==> src/rtl/adc_pkg.sv <==
// Shared ADC definitions: FSM states, default timing/resolution and the analog
// channel map used by both this engine and the sequencer.
package adc_pkg;

    localparam int DEF_RES_BITS   = 10;
    localparam int DEF_TRACK_CYC  = 4;
    localparam int DEF_SETTLE_CYC = 2;
    localparam int CNT_W          = 4;

    typedef enum logic [2:0] {
        ST_IDLE,
        ST_TRACK,
        ST_CONV,
        ST_DONE,
        ST_RELEASE
    } adc_state_e;

    typedef logic [2:0] adc_ch_t;

    localparam adc_ch_t CH_GND     = 3'd0;
    localparam adc_ch_t CH_VBAT    = 3'd1;
    localparam adc_ch_t CH_VREF    = 3'd2;
    localparam adc_ch_t CH_TEMP    = 3'd3;
    localparam adc_ch_t CH_AIN0    = 3'd4;
    localparam adc_ch_t CH_AIN1    = 3'd5;
    localparam adc_ch_t CH_AIN2    = 3'd6;
    localparam adc_ch_t CH_ADDRESS = 3'd7;

endpackage

==> src/rtl/adc_sar_reg.sv <==
// Successive-approximation register: trial code, bit index and done flag.
// start loads the MSB trial; each step resolves the current bit against cmp.
module adc_sar_reg
    import adc_pkg::*;
#(
    parameter int RES_BITS = DEF_RES_BITS
) (
    input  logic                clk_i,
    input  logic                rst_i,
    input  logic                start_i,
    input  logic                step_i,
    input  logic                cmp_i,
    output logic [RES_BITS-1:0] code_o,
    output logic [RES_BITS-1:0] code_nxt_o,
    output logic                last_o,
    output logic                done_o
);

    localparam int            IW      = $clog2(RES_BITS);
    localparam logic [IW-1:0] MSB_IDX = IW'(RES_BITS - 1);

    logic [RES_BITS-1:0] code_q, code_d, nxt;
    logic [IW-1:0]       idx_q, idx_d;
    logic                done_q, done_d;

    always_comb begin
        // Code with the bit under trial resolved; the top captures this on the last bit
        nxt = code_q;
        if (!cmp_i) nxt[idx_q] = 1'b0;

        code_d = code_q;
        idx_d  = idx_q;
        done_d = done_q;
        if (start_i) begin
            code_d          = '0;
            code_d[MSB_IDX] = 1'b1;
            idx_d           = MSB_IDX;
            done_d          = 1'b0;
        end else if (step_i && !done_q) begin
            code_d = nxt;
            if (idx_q != '0) begin
                code_d[idx_q - 1'b1] = 1'b1;
                idx_d                = idx_q - 1'b1;
            end else begin
                done_d = 1'b1;
            end
        end
    end

    always_ff @(posedge clk_i or posedge rst_i) begin
        if (rst_i) begin
            code_q <= '0;
            idx_q  <= '0;
            done_q <= 1'b0;
        end else begin
            code_q <= code_d;
            idx_q  <= idx_d;
            done_q <= done_d;
        end
    end

    assign code_o     = code_q;
    assign code_nxt_o = nxt;
    assign last_o     = (idx_q == '0);
    assign done_o     = done_q;

endmodule

==> src/rtl/adc_sar_engine.sv <==
// SAR ADC digital back end: track/hold sequencing, binary search against the
// comparator, and the ready/sample handshake with the ADC sequencer.
module adc_sar_engine
    import adc_pkg::*;
#(
    parameter int RES_BITS   = DEF_RES_BITS,
    parameter int TRACK_CYC  = DEF_TRACK_CYC,
    parameter int SETTLE_CYC = DEF_SETTLE_CYC
) (
    input  logic                SCK,
    input  logic                POR,
    input  logic                adc_convert,
    input  logic [2:0]          adc_channel,
    input  logic                adc_sample,
    input  logic                cmp_out,
    output logic                adc_ready,
    output logic [RES_BITS-1:0] adc_data,
    output logic [2:0]          adc_data_ch,
    output logic [RES_BITS-1:0] sar_dac,
    output logic                sh_track,
    output logic [2:0]          mux_sel,
    output logic                adc_busy
);

    localparam logic [CNT_W-1:0] TRACK_LOAD  = CNT_W'(TRACK_CYC - 1);
    localparam logic [CNT_W-1:0] SETTLE_LOAD = CNT_W'(SETTLE_CYC - 1);

    adc_state_e          state_q, state_d;
    logic [CNT_W-1:0]    cnt_q, cnt_d;
    adc_ch_t             ch_q, ch_d;
    adc_ch_t             mux_q, mux_d;
    logic                sh_q, sh_d;
    logic                ready_q, ready_d;
    logic [RES_BITS-1:0] data_q, data_d;
    adc_ch_t             data_ch_q, data_ch_d;

    logic                sar_start, sar_step, sar_last, sar_done;
    logic [RES_BITS-1:0] sar_code, sar_code_nxt;

    adc_sar_reg #(.RES_BITS(RES_BITS)) u_sar (
        .clk_i      (SCK),
        .rst_i      (POR),
        .start_i    (sar_start),
        .step_i     (sar_step),
        .cmp_i      (cmp_out),
        .code_o     (sar_code),
        .code_nxt_o (sar_code_nxt),
        .last_o     (sar_last),
        .done_o     (sar_done)
    );

    always_comb begin
        state_d   = state_q;
        cnt_d     = cnt_q;
        ch_d      = ch_q;
        mux_d     = mux_q;
        sh_d      = sh_q;
        ready_d   = ready_q;
        data_d    = data_q;
        data_ch_d = data_ch_q;
        sar_start = 1'b0;
        sar_step  = 1'b0;

        case (state_q)
            ST_IDLE: begin
                mux_d = adc_channel;
                sh_d  = 1'b1;
                if (adc_convert) begin
                    ch_d    = adc_channel;
                    cnt_d   = TRACK_LOAD;
                    state_d = ST_TRACK;
                end
            end
            ST_TRACK: begin
                if (!adc_convert) begin
                    sh_d    = 1'b1;
                    state_d = ST_IDLE;
                end else if (cnt_q == '0) begin
                    sh_d      = 1'b0;
                    sar_start = 1'b1;
                    cnt_d     = SETTLE_LOAD;
                    state_d   = ST_CONV;
                end else begin
                    cnt_d = cnt_q - 1'b1;
                end
            end
            ST_CONV: begin
                if (!adc_convert) begin
                    sh_d    = 1'b1;
                    state_d = ST_IDLE;
                end else if (cnt_q == '0) begin
                    // Last settle cycle: the comparator decides the current bit
                    sar_step = !sar_done;
                    cnt_d    = SETTLE_LOAD;
                    if (sar_last) begin
                        data_d    = sar_code_nxt;
                        data_ch_d = ch_q;
                        ready_d   = 1'b1;
                        sh_d      = 1'b1;
                        state_d   = ST_DONE;
                    end
                end else begin
                    cnt_d = cnt_q - 1'b1;
                end
            end
            ST_DONE: begin
                if (adc_sample) begin
                    ready_d = 1'b0;
                    state_d = ST_RELEASE;
                end
            end
            ST_RELEASE: begin
                if (!adc_convert) state_d = ST_IDLE;
            end
            default: state_d = ST_IDLE;
        endcase
    end

    always_ff @(posedge SCK or posedge POR) begin
        if (POR) begin
            state_q   <= ST_IDLE;
            cnt_q     <= '0;
            ch_q      <= CH_GND;
            mux_q     <= CH_GND;
            sh_q      <= 1'b1;
            ready_q   <= 1'b0;
            data_q    <= '0;
            data_ch_q <= CH_GND;
        end else begin
            state_q   <= state_d;
            cnt_q     <= cnt_d;
            ch_q      <= ch_d;
            mux_q     <= mux_d;
            sh_q      <= sh_d;
            ready_q   <= ready_d;
            data_q    <= data_d;
            data_ch_q <= data_ch_d;
        end
    end

    assign adc_ready   = ready_q;
    assign adc_data    = data_q;
    assign adc_data_ch = data_ch_q;
    assign sar_dac     = sar_code;
    assign sh_track    = sh_q;
    assign mux_sel     = mux_q;
    assign adc_busy    = (state_q != ST_IDLE);

endmodule
==> config.mk <==
export PLATFORM = sky130hd
export DESIGN_NAME = adc_sar_engine
export DESIGN_NICKNAME = d
export VERILOG_FILES = /design/src/rtl/adc_pkg.sv /design/src/rtl/adc_sar_reg.sv /design/src/rtl/adc_sar_engine.sv
export SDC_FILE = /design/constraint.sdc
export NUM_CORES = 1
export LEC_CHECK = 0
export ABC_AREA = 1
export BUFFER_PORTS_ARGS = -buffer_cell sky130_fd_sc_hd__buf_2
export CORE_UTILIZATION = 50
export CTS_BUF_LIST = sky130_fd_sc_hd__clkbuf_4 sky130_fd_sc_hd__clkbuf_8 sky130_fd_sc_hd__clkbuf_16
export DETAILED_ROUTE_END_ITERATION = 7
export GPL_TIMING_DRIVEN = 1
export HOLD_SLACK_MARGIN = 0.08
export PLACE_DENSITY_LB_ADDON = 0.1
export SYNTH_ARGS = -nofsm -noshare
export SYNTH_HDL_FRONTEND = slang
export SYNTH_SLANG_ARGS = --single-unit
==> constraint.sdc <==
create_clock -name SCK -period 3 [get_ports SCK]
set_input_delay 0.15 -clock SCK [delete_from_list [all_inputs] [get_ports SCK]]
set_output_delay 0.15 -clock SCK [all_outputs]
set_load 0.05 [all_outputs]
=== Word level (Yosys, flattened, before mapping) ===
Index checks and enable logic that the tools add are counted.

* Multiplexer cells: 42
* Add/subtract/negate cells: 2
* Bitwise gates (word level): 3
* Order comparisons: 4
* Equality and inequality tests: 15
* Reductions and logical operators: 23

{| class="wikitable"
|+ Operators with widths
! operator !! number
|-
| two-way mux 10 bit || 4
|-
| two-way mux 3 bit || 8
|-
| two-way mux 4 bit || 6
|-
| two-way mux 1 bit || 18
|-
| one-hot mux 3 bit (5 select lines) || 1
|-
| inequality test 2 bit (second input constant) || 7
|-
| bitwise AND 10 bit || 1
|-
| < comparator 4 x 5 -> 1 bit (second input constant) || 2
|-
| NOT 10 bit || 1
|-
| bitwise OR 10 bit || 1
|-
| inequality test 3 bit (second input constant) || 3
|-
| demux 1 bit (select 4 bit) || 2
|-
| >= comparator 4 x 1 -> 1 bit (second input constant) || 2
|-
| logical NOT 4 bit || 2
|-
| one-hot mux 4 bit (2 select lines) || 1
|-
| AND reduction 4 bit || 2
|-
| nonzero test 2 bit || 4
|-
| subtractor 4 x 1 -> 4 bit (second input constant) || 2
|-
| equality test 3 x 2 -> 1 bit (second input constant) || 2
|-
| AND reduction 2 bit || 3
|-
| AND reduction 6 bit || 1
|-
| nonzero test 3 bit || 2
|-
| AND reduction 5 bit || 1
|-
| nonzero test 4 bit || 1
|-
| other kinds (10) || 12
|}

* Output and inout bits: 29
* Register bits after elaboration: 43
* Input port bits: 8
* Word-level logic and storage cells: 100

=== Logic depth before layout (Yosys ltp) ===
Gate-level depths: netlist of the first run.

* Word-level depth: 11
* Depth in mapped cells: 10
* Mapped depth without buffers: 9

=== Modules after synthesis ===
A second synthesis of the first run with hierarchy kept.

* Cell total of the unflattened synthesis: 290
* Area total of the unflattened synthesis: 2323.5 µm²

{| class="wikitable"
|+ Modules (own cells, without submodules)
! module !! sequential area each (µm²) !! instances !! cells each !! area an instance (µm²)
|-
| adc_sar_engine || 701.9 || 1 || 153 || 1333.8
|-
| adc_sar_reg || 375.4 || 1 || 137 || 989.7
|}

=== Worst setup path after synthesis of the first run ===
Ideal clock, no wire load.

* Path kind: register to register
* Start point: reg u_sar.idx_q[0]
* End point: reg data_q[1] (netlist: adc_data[1])
* Setup time: 127 ps
* Clock period less this slack: 1575 ps
* Data required time: 2873 ps
* Setup slack: 1425 ps
* Data arrival time: 1448 ps
* Buffers on the path: 2
* Stages on the path, launching flop included: 10
* Cell sequence: dfrtp_1 -> inv_1 -> ha_1 -> buf_2 -> nand2_2 -> inv_1 -> nand3_4 -> buf_6 -> nand2_1 -> o21ai_1

* Cells in the longest elaborated chain, start to end: 7
* Elaborated cells on any way between the ends: 10
* Classes of those cells: 2 x order compare; 3 x mux; 2 x bitwise; 3 x reduce/logical

{| class="wikitable"
|+ RTL lines
! element !! line !! source
|-
| start, declared || adc_sar_reg.sv:23 || <nowiki>logic [IW-1:0] idx_q, idx_d;</nowiki>
|-
| start signal, assigned || adc_sar_reg.sv:57 || <nowiki>idx_q <= idx_d;</nowiki>
|-
| < comparator 4 x 5 -> 1 bit (not written as such) / >= comparator 4 x 1 -> 1 bit (equally long branches) || adc_sar_reg.sv:29 || <nowiki>if (!cmp_i) nxt[idx_q] = 1'b0;</nowiki>
|-
| logical AND 1 bit (not written as such) || adc_sar_reg.sv:29 ||
|-
| two-way mux 1 bit (not written as such) || adc_sar_reg.sv:29 ||
|-
| demux 1 bit (select 4 bit) || -- ||
|-
| NOT 10 bit (no source line) || -- ||
|-
| bitwise AND 10 bit (no source line) || -- ||
|-
| two-way mux 10 bit || adc_sar_reg.sv:29 ||
|-
| end signal, assigned || adc_sar_engine.sv:136 || <nowiki>data_q <= data_d;</nowiki>
|-
| end, declared || adc_sar_engine.sv:34 || <nowiki>logic [RES_BITS-1:0] data_q, data_d;</nowiki>
|}

Several ways; a longest one is shown, not always the timed one.
A chain may end at the register's enable or synchronous reset.

=== Worst setup path in the final report of the first run ===
* Start point: reg u_sar.idx_q[0]
* End point: reg data_q[9] (netlist: adc_data[9])

The elaborated chain is that of the path after synthesis.

==> run summary, run 1 <==
worst skew pair latency: 0.29 ns
RePlAce Congestion: 0.923
Max Cap Violations: 0
placed instance area: 2530 sq um
mux share of post-synthesis cell area: 0
Global Route met2 Usage: 0.330
Hold Vio Cnt, Final: 0
Post-DP HPWL: 3690 um
pin count of the biggest net entering global routing: 38
Area contributors post-synth: dfrtp_1 45%, nand2_1 16%, inv_1 6.0%
top-count cell post-synth: nand2_1
Starting DRT DRC Count: 107
ys async rst share: 1.00
share of the yosys chip area belonging to registers: 0.463
ant diodes: 0
Die Wd: 70.2 um
Worst Hold Class: input port to flop
Max Clock Skew: 0.00421 ns
Syn Area/Cell: 7.80 sq um
CTS tree: built
Die Ht: 70.2 um
main flop type after synthesis: dfrtp_1
Synth area leader: dfrtp_1
post-synthesis compound-gate area fraction: 0.0942
CP arrival: 2.12 ns
most instantiated cells after synthesis: 101 x nand2_1, 42 x dfrtp_1, 37 x inv_1
PwrDens: 1230 nW/um^2
CTS Buf Count: 5
Buffers on Ports: 36
H-tree depth: 2
Max Root-Sink Buffers: 2
post-route minimum period: 1.94 ns
vias per cell: 5.06
initial antenna violation count: 0
initial core utilization: 0.527
Post-synth EDFFs: 0
Worst Path Required: 3.18 ns
Boundary Pins: 37
Reg2Reg Setup Slack: 1.06 ns
setup violators final: 0
RSZ-0062 raised after global routing: false
Max-slew headroom: 0.643
Synth Area in XOR/XNOR: 0
fin. max-slew vios: 0
number of cells on the worst reg-to-reg path: 7
core area: 4410 sq um
Resize count post-CTS: 0
remaining antenna violation count: 0
global-route met1 utilization: 0.325
Synth Instances: 298
first-pass GRT wire length: 8610 um
CTS sink cnt: 43
CP Max Fanout: 28
routed wire length per instance: 12.6 um
largest family of logic cells by synthesized area: simple AND/OR/NAND/NOR gates
worst-margin pin slew: 0.535 ns
clk slew on worst S/H paths: 0.08 ns
postcts setup bufs: 0
Mapped Area: 2320 sq um
GRT Overall Usage: 0.222
Setup TNS: 0 ns
post-synth top area share: 0.452
outcome: finished, final reports clean
Crit Path Class: flop to flop
post-synthesis adder-cell area fraction: 0.0431
Static Leakage: 0.00152 uW
simple-gate share of the synthesized area: 0.315
Syn-to-layout area delta: 14.3%
share of cells above drive strength 1: 0.183
met3 usage in global routing: 0.0462
Hold Crit Depth: 3
total wire length: 4930 um
global route hottest layer: met2
post-synth cell types: 24
startpoint type of the worst setup path: flop
nets: 354
1st-pass router iterations: 4
placement row count: 24
Synth Register Bits: 43
fin crit share: 0.646
Finished Cell Area: 2660 sq um
full die area: 4930 sq um
GRT overflow: 0
vias in the first global route: 1873
fin util: 0.602
top achievable clock speed: 0.516 GHz
Total Power: 3270 uW
via count: 1980
IR drop worst, VDD: 565 uV
synth warn: 0
Worst setup EP type: flop
Root Buffer: clkbuf_8
Remaining DRCs: 0
Net Count, Synth: 314
==> critical path, cell delays in order (launching register included) <==
cell and delay (ns):
dfrtp_1 0.46, inv_1 0.19, ha_1 0.38, nand2_2 0.15, inv_1 0.11, nand3_4 0.26, nor2_1 0.23, a21oi_2 0.04
==> worst paths after layout <==
kind                                 from           to
setup / recovery           u_sar.idx_q[0]  adc_data[9]
hold / removal             adc_channel[0]      ch_q[0]
setup reg to reg           u_sar.idx_q[0]  adc_data[9]
hold reg to reg                  sh_track     sh_track
max in group asynchronous             POR     sh_track
min in group asynchronous             POR     cnt_q[2]
==> state kept, by name (all words and copies together) (netlist names) <==
register      flops
adc_data_ch       3
mux_sel           3
u_sar.idx_q       4
cnt_q             4
adc_data         10
sh_track          1
u_sar.code_o     10
ch_q              3
u_sar.done_o      1
state_q           3
adc_ready         1
==> cell families (layout without fill, tap and decap cells) <==
group                      count (synthesis)  count (layout)
and+or+nand+nor                          159             159
DFF                                       43              43
buffers and inverters                     45              86
adders and majority gates                  8               8
AOI/OAI and AO/OA                         43              43
==> area by class of cell <==
type,instances,area [sq um]
Clock buffer,5,68.8
Clock inverter,3,43.8
Fill cell,424,1760
Inverter,40,153
Multi-Input combinational cell,210,1050
Sequential cell,43,1080
Tap cell,52,65.1
Timing Repair Buffer,38,198
==> per-layer routing <==
| metal | routed length (um) | up-vias |
|---|---|---|
| li1 | - | 1034 |
| met1 | 2620 | 884 |
| met2 | 1990 | 57 |
| met3 | 264 | 5 |
| met4 | 57 | 0 |
| met5 | 0 | - |
==> placed cells by master, fill, tap and decap left out, drive strengths merged, types with 3 or more instances in the layout <==
cell    count
dfrtp      42
inv        39
nand4       9
nand3      26
a21oi       9
nand2     104
clkbuf      5
ha          8
buf        37
o21ai      34
nor2       18
clkinv      3
==> through the flow <==
step | cells | worst slack, ns | hold WS, ns
after detailed placement | 382 | 1.08 | 0.0500
after global routing | 391 | 0.921 | 0.122
after CTS | 391 | 1.05 | 0.117
after floorplan | 298 | 1.42 | 0.310
after global placement | 382 | 1.19 | 0.0476
final | 391 | 1.06 | 0.122
==> report_power, final <==
group,switching (uW),total (uW),internal [uW],leakage [uW]
clock network,200,448,248,0.0000581
registers,198,1020,825,0.000559
logic,1350,1800,446,0.000903
==> what timing repair did <==
action | 4_1_cts | 5_1_grt
endpoints found under the setup margin | 0 | 0
hold endpoints to repair | 6 | 0
hold buffers | 1 | 0
No activity file was read; power rests on OpenSTA's default activity.
==> inputs of run 2 (changes only) <==
==> constraint.sdc (replaced) <==
create_clock -name SCK -period 1.8 [get_ports SCK]
set_input_delay 0.09 -clock SCK [delete_from_list [all_inputs] [get_ports SCK]]
set_output_delay 0.09 -clock SCK [all_outputs]
set_load 0.05 [all_outputs]
==> run summary, run 2 (synthesized netlist as in run 1, its figures left out) <==
most frequent cells in the layout: 101 x nand2_1, 41 x dfrtp_1, 36 x buf_2 (was 101 x nand2_1, 42 x dfrtp_1, 36 x inv_1, 36 x buf_2, 24 x nand3_1)
vias per cell: 5.05 (was 5.06)
Worst Hold Class: input port to flop (unchanged)
Setup TNS: 0 ns (unchanged)
routed wire length per instance: 12.8 um (was 12.6 um)
Worst setup EP type: flop (unchanged)
1st-pass router iterations: 4 (unchanged)
CTS Buf Count: 5 (unchanged)
commonest non-fill, non-tap cell in the layout: nand2_1 (unchanged)
pin count of the biggest net entering global routing: 29 (was 38)
PwrDens: 2030 nW/um^2 (was 1230 nW/um^2)
placement row count: 24 (unchanged)
Non-Filler Instances: 397 (was 391)
remaining antenna violation count: 0 (unchanged)
vias in the first global route: 1885 (was 1873)
Die Ht: 70.2 um (unchanged)
Root Buffer: clkbuf_8 (unchanged)
Crit path top cell by count: nand2_1 (was inv_1)
crit path buf inv count: 3 (was 2)
GRT overflow: 0 (unchanged)
Die Wd: 70.2 um (unchanged)
startpoint type of the worst setup path: flop (unchanged)
Finished Cell Area: 2720 sq um (was 2660 sq um)
crit-path cells: inv_1, ha_1, buf_4, inv_1, nand2_1, nand2_1, nand4_1, nand2_1, nand2_1, nand2_1 (was inv_1, ha_1, nand2_2, inv_1, nand3_4, nor2_1, a21oi_2)
fin worst setup slack: 0.150 ns (was 1.06 ns)
RePlAce Congestion: 0.998 (was 0.923)
clk slew on worst S/H paths: 0.09 ns (was 0.08 ns)
Hold Vio Cnt, Final: 0 (unchanged)
first-pass GRT wire length: 8800 um (was 8610 um)
H-tree depth: 2 (unchanged)
FF/Latch Area: 1080 sq um (about the same)
initial core utilization: 0.527 (unchanged)
CP Max Fanout: 8 (was 28)
postcts setup bufs: 0 (unchanged)
Starting DRT DRC Count: 148 (was 107)
via count: 2006 (was 1980)
core area: 4410 sq um (unchanged)
CP max-delay cell: dfrtp_2 (was dfrtp_1)
Crit Path Class: flop to flop (unchanged)
share of cells above drive strength 1: 0.194 (was 0.183)
fillers: 409 (was 424)
Post-DP HPWL: 3760 um (was 3690 um)
reg2reg end: u_sar.code_o[3] (was adc_data[9])
ant diodes: 0 (unchanged)
worst skew pair latency: 0.30 ns (was 0.29 ns)
Placed Cells: 385 (was 382)
total wire length: 5070 um (was 4930 um)
post-route minimum period: 1.65 ns (was 1.94 ns)
critical hold path startpoint: adc_sample (was adc_channel[0])
CTS sink cnt: 43 (unchanged)
Max-slew headroom: 0.552 (was 0.643)
CP max stage delay: 0.46 ns (about the same)
dpl ws: 0.175 ns (was 1.08 ns)
CP arrival: 1.84 ns (was 2.12 ns)
RSZ-0062 raised after global routing: false (unchanged)
Remaining DRCs: 0 (unchanged)
Static Leakage: 0.00155 uW (was 0.00152 uW)
fin. max-slew vios: 0 (unchanged)
Max Cap Violations: 0 (unchanged)
worst r2r src: u_sar.idx_q[1] (was u_sar.idx_q[0])
nets: 360 (was 354)
placed instance area: 2570 sq um (was 2530 sq um)
GRT Overall Usage: 0.229 (was 0.222)
setup violators final: 0 (unchanged)
area of the multi-input gates: 1050 sq um (unchanged)
Worst Path Required: 1.99 ns (was 3.18 ns)
fin crit share: 0.917 (was 0.646)
Hold Crit Depth: 3 (unchanged)
Syn-to-layout area delta: 17.1% (was 14.3%)
Boundary Pins: 37 (unchanged)
number of cells on the worst reg-to-reg path: 10 (was 7)
outcome: finished, final reports clean (unchanged)
Endpoint, Worst Hold: state_q[2] (was ch_q[0])
Reg2Reg Setup Slack: 0.15 ns (was 1.06 ns)
CTS tree: built (unchanged)
kind of cell adding the most delay to the critical path: simple AND/OR/NAND/NOR gates (unchanged)
Buffers on Ports: 36 (unchanged)
top achievable clock speed: 0.606 GHz (was 0.516 GHz)
Max Clock Skew: 0.00702 ns (was 0.00421 ns)
full die area: 4930 sq um (unchanged)
Total Power: 5530 uW (was 3270 uW)
initial antenna violation count: 0 (unchanged)
worst-margin pin slew: 0.668 ns (was 0.535 ns)
Max Root-Sink Buffers: 2 (unchanged)
IR drop worst, VDD: 1170 uV (was 565 uV)
[run 2: cell types whose count changed in the layout (fill, tap and decap cells not counted)]
| cell | delta |
|---|---|
| buf_12 | +1 |
| buf_4 | +2 |
| dfrtp_1 | -1 |
| dfrtp_2 | +1 |
| dlygate4sd3_1 | +3 |
| inv_1 | -1 |
| inv_2 | +1 |
[run 2: layout make-up]
| cell class | count | area share |
|---|---|---|
| sequential | 43 | 0.396 |
| multi-input combinational | 210 | 0.386 |
| timing repair buffer | 44 | 0.0965 |
| inverter | 40 | 0.0561 |
| clock buffer | 5 | 0.0253 |
| tap | 52 | 0.0239 |
| clock inverter | 3 | 0.0161 |
[run 2: worst max path at each step]
stage | from | endpoint | cells past startpoint
2_1_floorplan | u_sar.idx_q[0] | adc_data[1] | 9
3_3_place_gp | u_sar.idx_q[1] | u_sar.code_o[1] | 10
3_5_place_dp | u_sar.idx_q[1] | adc_data[9] | 7
4_1_cts | u_sar.idx_q[1] | u_sar.code_o[3] | 10
5_1_grt | u_sar.idx_q[1] | u_sar.code_o[3] | 10
6_report | u_sar.idx_q[1] | u_sar.code_o[3] | 10
[run 2: per-stage QoR]
| stage | utilization | hold slack [ns] |
|---|---|---|
| 2_1_floorplan | - | 0.250 |
| 3_3_place_gp | 0.582 | 0.127 |
| 3_5_place_dp | 0.582 | 0.136 |
| 4_1_cts | 0.616 | 0.0985 |
| 5_1_grt | 0.617 | 0.131 |
| 6_report | 0.617 | 0.104 |
[run 2: what timing repair did]
| item | in CTS | in global routing |
|---|---|---|
| gates resized for setup | 0 | 2 |
| hold buffers | 4 | 0 |
| endpoints found under the hold margin | 23 | 0 |
| setup endpoints to repair | 0 | 7 |
[run 2: report_power, final]
part / internal, uW / switching [uW]
clock: 413 / 340
sequential: 1380 / 319
combinational: 782 / 2300
total: 2570 / 2950
[run 2: per-layer routing]
| metal | vias up | wire length, um | global-route usage |
|---|---|---|---|
| met2 | 61 | 2080 | 0.322 |
| met4 | 0 | 98 | 0.0911 |
| met3 | 11 | 271 | 0.0505 |
| met1 | 890 | 2620 | 0.344 |
| li1 | 1044 | - | - |
| met5 | - | 0 | 0 |
[run 2: worst min-delay path, stage by stage]
cell and delay (ns):
buf_2 0.09, inv_1 0.07, o21ai_0 0.10
==> inputs of run 3 (changes only) <==
--- a/config.mk
+++ b/config.mk
@@ -7,7 +7,9 @@
 export LEC_CHECK = 0
 export ABC_AREA = 1
 export BUFFER_PORTS_ARGS = -buffer_cell sky130_fd_sc_hd__buf_2
-export CORE_UTILIZATION = 50
+export CELL_PAD_IN_SITES_DETAIL_PLACEMENT = 0
+export CELL_PAD_IN_SITES_GLOBAL_PLACEMENT = 1
+export CORE_UTILIZATION = 41
 export CTS_BUF_LIST = sky130_fd_sc_hd__clkbuf_4 sky130_fd_sc_hd__clkbuf_8 sky130_fd_sc_hd__clkbuf_16
 export DETAILED_ROUTE_END_ITERATION = 7
 export GPL_TIMING_DRIVEN = 1
==> run summary, run 3 (synthesized netlist as in run 1, its figures left out) <==
outcome: finished, final reports clean (unchanged)
first-pass GRT wire length: 9390 um (was 8800 um)
placement row count: 27 (was 24)
remaining antenna violation count: 0 (unchanged)
initial core utilization: 0.425 (was 0.527)
routed wire length per instance: 12.5 um (was 12.8 um)
Remaining DRCs: 0 (unchanged)
Max Cap Violations: 0 (unchanged)
worst setup path endpoint: u_sar.code_o[6] (was u_sar.code_o[3])
fin. max-slew vios: 0 (unchanged)
CTS Buf Count: 5 (unchanged)
Reg2Reg Setup Slack: 0.21 ns (was 0.15 ns)
Max-slew headroom: 0.595 (was 0.552)
Syn-to-layout area delta: 17.0% (was 17.1%)
CP arrival: 1.78 ns (was 1.84 ns)
Hold Vio Cnt, Final: 0 (unchanged)
worst-margin pin slew: 0.603 ns (was 0.668 ns)
GRT Overall Usage: 0.202 (was 0.229)
via count: 2006 (unchanged)
Starting DRT DRC Count: 76 (was 148)
Setup TNS: 0 ns (unchanged)
Die Wd: 77.3 um (was 70.2 um)
PwrDens: 1980 nW/um^2 (was 2030 nW/um^2)
global route hottest layer: met1 (unchanged)
IR drop worst, VDD: 1060 uV (was 1170 uV)
met3 usage in global routing: 0.0381 (was 0.0505)
post-route minimum period: 1.59 ns (was 1.65 ns)
fin crit share: 0.883 (was 0.917)
startpoint type of the worst setup path: flop (unchanged)
commonest non-fill, non-tap cell in the layout: nand2_1 (unchanged)
Max Root-Sink Buffers: 2 (unchanged)
Post-DP HPWL: 3920 um (was 3760 um)
vias in the first global route: 1986 (was 1885)
Worst Hold Class: input port to flop (unchanged)
worst r2r src: u_sar.idx_q[0] (was u_sar.idx_q[1])
vias per cell: 4.80 (was 5.05)
Placed Cells: 406 (was 385)
Buffers on Ports: 36 (unchanged)
CTS sink cnt: 43 (unchanged)
Crit Path Class: flop to flop (unchanged)
reg2reg end: u_sar.code_o[6] (was u_sar.code_o[3])
Worst Path Required: 1.99 ns (about the same)
pin count of the biggest net entering global routing: 29 (unchanged)
RSZ-0062 raised after global routing: false (unchanged)
CP startpoint: u_sar.idx_q[0] (was u_sar.idx_q[1])
top achievable clock speed: 0.629 GHz (was 0.606 GHz)
global-route met1 utilization: 0.299 (was 0.344)
share of cells above drive strength 1: 0.199 (was 0.194)
ant diodes: 0 (unchanged)
Global Route met2 Usage: 0.289 (was 0.322)
core area: 5470 sq um (was 4410 sq um)
Max Clock Skew: 0.00275 ns (was 0.00702 ns)
CP Max Fanout: 7 (was 8)
full die area: 5980 sq um (was 4930 sq um)
Worst setup EP type: flop (unchanged)
1st-pass router iterations: 4 (unchanged)
nets: 361 (was 360)
Boundary Pins: 37 (unchanged)
setup violators final: 0 (unchanged)
RePlAce Congestion: 0.888 (was 0.998)
clk slew on worst S/H paths: 0.08 ns (was 0.09 ns)
Non-Filler Instances: 418 (was 397)
Static Leakage: 0.00153 uW (was 0.00155 uW)
worst skew pair latency: 0.30 ns (about the same)
most frequent cells in the layout: 101 x nand2_1, 40 x dfrtp_1, 36 x buf_2 (was 101 x nand2_1, 41 x dfrtp_1, 36 x buf_2)
postcts setup bufs: 0 (unchanged)
CTS tree: built (unchanged)
H-tree depth: 2 (unchanged)
GRT overflow: 0 (unchanged)
number of cells on the worst reg-to-reg path: 8 (was 10)
Root Buffer: clkbuf_8 (unchanged)
total wire length: 5210 um (was 5070 um)
initial antenna violation count: 0 (unchanged)
Die Ht: 77.3 um (was 70.2 um)
-- run 3: per-layer routing --
metal | share of wire | vias up
li1 | - | 1041
met1 | 0.54 | 915
met2 | 0.41 | 46
met3 | 0.041 | 4
met4 | 0.0079 | 0
met5 | 0 | -
-- run 3: how the worst min path moves through the flow --
stage / slack [ns] / depth (start not counted) / start / end
final: 0.08 / 3 / adc_sample / state_q[2]
after global routing: 0.13 / 3 / adc_sample / state_q[2]
after CTS: 0.09 / 3 / adc_sample / state_q[2]
after detailed placement: 0.11 / 2 / POR / adc_data[9]
after global placement: 0.11 / 2 / POR / adc_data[9]
after floorplan: 0.25 / 2 / adc_channel[0] / ch_q[0]
-- run 3: what timing repair did --
item,4_1_cts,5_1_grt
setup endpoints to repair,0,11
endpoints found under the hold margin,19,0
resized for setup,0,3
hold buffers,4,0
-- run 3: power by group --
part           internal (uW)  switching (uW)  leakage, uW
registers               1380             327     0.000556
logic                    779            2250     0.000934
clock network            287             347    0.0000446
-- run 3: per-stage QoR --
stage / instance area (sq um) / hold WS [ns] / util / total power [uW] / setup slack (ns)
2_1_floorplan: 2320 / 0.250 / - / 4040 / 0.225
3_3_place_gp: 2590 / 0.110 / 0.473 / 4740 / 0.216
3_5_place_dp: 2590 / 0.111 / 0.473 / 4750 / 0.157
4_1_cts: 2720 / 0.0890 / 0.497 / 5410 / 0.130
5_1_grt: 2720 / 0.127 / 0.497 / 5860 / 0.0508
6_report: 2720 / 0.0839 / 0.497 / 5370 / 0.210
-- run 3: final cells by class --
class | instances | area [sq um]
clock buffers | 6 | 76.3
clock inverters | 2 | 12.5
fillers | 565 | 2750
inverters | 40 | 153
multi-input cells | 210 | 1050
flip-flops and latches | 43 | 1080
well taps | 72 | 90.1
repair buffers | 45 | 258
-- run 3: worst max-delay path, stage by stage (launching register included) --
cell and delay (ns):
dfrtp_2 0.46, inv_1 0.08, buf_4 0.13, ha_1 0.14, nand2_1 0.10, o21ai_0 0.37, nand2_1 0.09, nand2_1 0.07
nand2_1 0.05
